<file path="src/rtl/imem_loader.sv">
// Boot-time instruction memory loader: receives a length-prefixed byte stream,
// writes big-endian words to IMEM, verifies an XOR checksum, then releases the core.
module imem_loader #(
  parameter int SIZE = 18
) (
  input  logic        clk,
  input  logic        reset,
  input  logic        byte_valid,
  input  logic [7:0]  byte_data,
  output logic        byte_ready,
  output logic        wr_en,
  output logic [31:0] wr_addr,
  output logic [31:0] wr_data,
  output logic        core_hold,
  output logic        done,
  output logic        error
);

  typedef enum logic [2:0] {
    LEN_HI,
    LEN_LO,
    DATA,
    CHECK,
    DONE,
    ERROR
  } state_t;

  state_t      state_q;
  logic [7:0]  len_hi_q;
  logic [15:0] n_q;
  logic [15:0] k_q;
  logic [1:0]  cnt_q;
  logic [31:0] asm_q;
  logic [7:0]  xor_q;
  logic        wr_en_q;
  logic [31:0] wr_addr_q;
  logic [31:0] wr_data_q;

  logic        take;
  logic [15:0] len_d;
  logic [31:0] word_d;
  logic [7:0]  xor_d;

  assign byte_ready = (state_q == LEN_HI) || (state_q == LEN_LO) ||
                      (state_q == DATA)   || (state_q == CHECK);
  assign take   = byte_valid && byte_ready;
  assign len_d  = {len_hi_q, byte_data};
  assign word_d = {asm_q[23:0], byte_data};
  assign xor_d  = xor_q ^ byte_data;

  // Write strobe is a one-cycle registered pulse following the 4th byte of a word.
  always_ff @(posedge clk or negedge reset) begin
    if (!reset) begin
      state_q   <= LEN_HI;
      len_hi_q  <= 8'h00;
      n_q       <= 16'h0000;
      k_q       <= 16'h0000;
      cnt_q     <= 2'd0;
      asm_q     <= 32'h0;
      xor_q     <= 8'h00;
      wr_en_q   <= 1'b0;
      wr_addr_q <= 32'h0;
      wr_data_q <= 32'h0;
    end else begin
      wr_en_q <= 1'b0;
      if (take) begin
        case (state_q)
          LEN_HI: begin
            len_hi_q <= byte_data;
            state_q  <= LEN_LO;
          end
          LEN_LO: begin
            n_q <= len_d;
            if ({16'h0000, len_d} > 32'(SIZE)) state_q <= ERROR;
            else if (len_d == 16'h0000)        state_q <= CHECK;
            else                               state_q <= DATA;
          end
          DATA: begin
            asm_q <= word_d;
            xor_q <= xor_d;
            cnt_q <= cnt_q + 2'd1;
            if (cnt_q == 2'd3) begin
              wr_en_q   <= 1'b1;
              wr_data_q <= word_d;
              wr_addr_q <= {14'b0, k_q, 2'b00};
              k_q       <= k_q + 16'd1;
              if (k_q == n_q - 16'd1) state_q <= CHECK;
            end
          end
          CHECK: begin
            state_q <= (byte_data == xor_q) ? DONE : ERROR;
          end
          default: ;
        endcase
      end
    end
  end

  assign wr_en     = wr_en_q;
  assign wr_addr   = wr_addr_q;
  assign wr_data   = wr_data_q;
  assign done      = (state_q == DONE);
  assign error     = (state_q == ERROR);
  assign core_hold = (state_q != DONE);

endmodule
</file>
<file path="config.mk">
export PLATFORM = sky130hd
export DESIGN_NAME = imem_loader
export DESIGN_NICKNAME = d
export VERILOG_FILES = /design/src/rtl/imem_loader.sv
export SDC_FILE = /design/constraint.sdc
export NUM_CORES = 1
export LEC_CHECK = 0
export ABC_CLOCK_PERIOD_IN_PS = 2480
export CAP_MARGIN = 20
export CORE_ASPECT_RATIO = 1.2
export CORE_MARGIN = 2
export CORE_UTILIZATION = 41
export DETAILED_ROUTE_END_ITERATION = 7
export HOLD_SLACK_MARGIN = 0.15
export PLACE_DENSITY = 0.62
export SYNTH_ARGS = -nofsm -noshare
export SYNTH_HDL_FRONTEND = slang
export SYNTH_SLANG_ARGS = --single-unit
</file>
<file path="constraint.sdc">
create_clock -name clk -period 2.48 [get_ports clk]
set_input_delay 0.248 -clock clk [delete_from_list [all_inputs] [get_ports clk]]
set_output_delay 0.248 -clock clk [all_outputs]
set_load 0.03 [all_outputs]
</file>
==> results.md <==
* Cell taking the most area after synthesis: dfrtp_1
* Vias at about 3700
* GRT overflow at 0
* Initial antenna violation count at 0
* Measured slew at the worst slew-check pin at 642 ps
* Die Y at 133 um
* Power Dens Cells at 727 nW/um^2
* Worst R2R Setup Slack at 290 ps
* Compound-Gate Fraction of Synth Area at 0.0276
* Status: complete, no violations
* CTS tree: done
* Clk_lat worst skew at a little over 400 ps
* Fmax at 431 MHz
* WL/cell at roughly 16 um
* Leak at 3.40 nW
* Commonest non-fill, non-tap cell in the layout: dfrtp_1
* Setup repair bufs after CTS at 0
* Nets at 570
* Vias in the first global route at 3826
* Total chip power at slightly above 5 mW
* Final Setup Violations at 0
* Arrival time at the worst endpoint at 2070 ps
* Worst Path Required at 2230 ps
* CP Launch Type: flip-flop
* Area grow syn2layout at 25.6%
* I/O pins at 80
* Clock root buffer: clkbuf_16
* Xor and xnor area share after synthesis at 0.0820
* # port buffers at 63
* Number of synthesized flops with an enable pin at 0
* Fillers at 1242
* Crit-path max FO at 9
* Core area at 13600 sq um
* Final WL at 11.5 mm
* DR iter-0 viols at 179
* H-tree levels at 4
* Slew HR at 0.569
* Post-Syn Area at 5660 sq um
* Clk_skew at 7.65 ps
* GRT Util Overall at 0.166
* Tmin final at 2320 ps
* Largest family of logic cells by synthesized area: multiplexers
* Core Rows at 47
* Dpl hpwl at 8.21 mm
* Yosys warns at 0
* Clk buf depth at 2
* Cts repair resizes at 0
* Drt pass-1 iters at 4
* Top post-synthesis cells by area: dfrtp_1 (56%), mux2_1 (14%), xnor2_1 (6.7%), nand2_1 (5.8%), buf_4 (2.1%)
* Die Wd at 111 um
* CTS sink count at 126
* Post-synth cell types at 51
* Mux contribution to synthesized area at 0.143
* #FFs+latches synth at approximately 130
* Async S/R FF share, synth at 1.00
* Setup_tns at 0 ps
* RSZ-0062 raised after global routing: no
* Fin crit share at 0.936
* Initial core utilization at 0.415
* Final GP Congestion at 0.802
* Synth Area in Simple Gates at 0.139
* CP endpoint kind: output pin
* Setup CP Type: reg2out
* CTS Hold Bufs at 1
* DRC Markers at 0
* Post-synth top area share at 0.557
* Antenna Violating Nets Remaining at 0
* Hold/Removal Path Class: in2async
* Max-slew violations at 0
* Share of layout cells above drive strength 1 at 0.102
* Final hold violation count at 0
* Avg Vias per Cell at 5.02
* # Max-Cap Violations at 0
* Adder-cell share of the synthesized area at 0.00663
* Seq/Total Area, Yosys at 0.557
* Total CTS buffers at 17
* Clock-pin slew on the worst setup and hold paths at 60 ps
* First-pass GRT wire length at 19.5 mm
* Die ar. at 14800 sq um
* Main synth FF type: dfrtp_1
* VDD IR max at 0.000421 V
* Commonest cells after routing, fill and taps aside: dfrtp_1 (126), nand2_1 (87), mux2_1 (71), clkdlybuf4s50_1 (62), xnor2_1 (43)
* Post-synthesis cell count at 482
* Syn avg cell area at around 12 sq um
* Antenna Cells at 0
* Largest net degree at the start of global routing at 44
Yosys cell counts (3+ instances only):
library cell,instances
dfrtp_1,126
nand2_1,87
mux2_1,71
xnor2_1,43
buf_4,16
nand3_1,12
nand4_1,11
nor2_1,11
xor2_1,10
clkbuf_1,9
nor3_1,8
buf_2,7
buf_1,5
nor4_1,5
o21ai_0,5
inv_1,4
a21oi_1,3
ha_1,3
nand3b_1,3
o21ai_1,3
metal layers:
metal  GRT usage  vias to the layer above  part of all wire
met3      0.0394                       10             0.034
met4      0.0590                        0             0.012
met1       0.209                     1849              0.45
li1            -                     1769                 -
met2       0.280                       84              0.51
met5           0                        -                 0
metrics by stage:
step                hold WS, ps  instance area (sq um)  setup WS, ps  cells  utilization
floorplan                 -47.6                   5720           260    497            -
global placement            231                   6480           263    707        0.475
detailed placement          241                   6480           232    707        0.475
CTS                         347                   7110           144    740        0.521
global route                372                   7110          68.2    740        0.521
finish                      335                   7110           160    740        0.521
critical path, cell delays in order (launching register included):
cell and delay [ps]:
dfrtp_1 510, or3_1 430, inv_2 60, clkdlybuf4s50_1 660
layout make-up:
cell class	count	area, sq um	share of cell area
sequential	126	3150	0.443
multi-input combinational	326	2330	0.327
clock inverter	12	161	0.0227
inverter	6	22.5	0.00317
clock buffer	20	457	0.0642
timing repair buffer	79	776	0.109
tap	171	214	0.0301
where the power goes:
part | internal, mW | switching [mW]
Combinational | 0.182 | 0.241
Sequential | 2.12 | 0.0831
Clock | 1.64 | 0.905
Total | 3.94 | 1.23
sequential cells by signal, indices dropped and copies added, names as in the netlist:
register and cells:
wr_data 32, asm_q 24, k_q 16, n_q 16, wr_addr 16, len_hi_q 8, xor_q 8, state_q 3
cnt_q 2, wr_en 1
worst paths after layout:
check,start,end,depth (start not counted)
setup reg to reg,n_q[0],state_q[0],8
min in group clk,asm_q[20],asm_q[20],2
max in group asynchronous,reset,xor_q[5],3
setup / recovery,state_q[0],done,3
hold reg to reg,asm_q[20],asm_q[20],2
hold / removal,reset,wr_data[16],2
kinds of logic after synthesis:
group                    after synthesis
AO/OA/AOI/OAI                         23
adder cells (fa/ha/maj)                3
AND/OR/NAND/NOR                      159
flip-flops                           126
other                                  1
XOR/XNOR                              53
multiplexers                          72
buffers and inverters                 45
No activity file was read; power rests on OpenSTA's default activity.
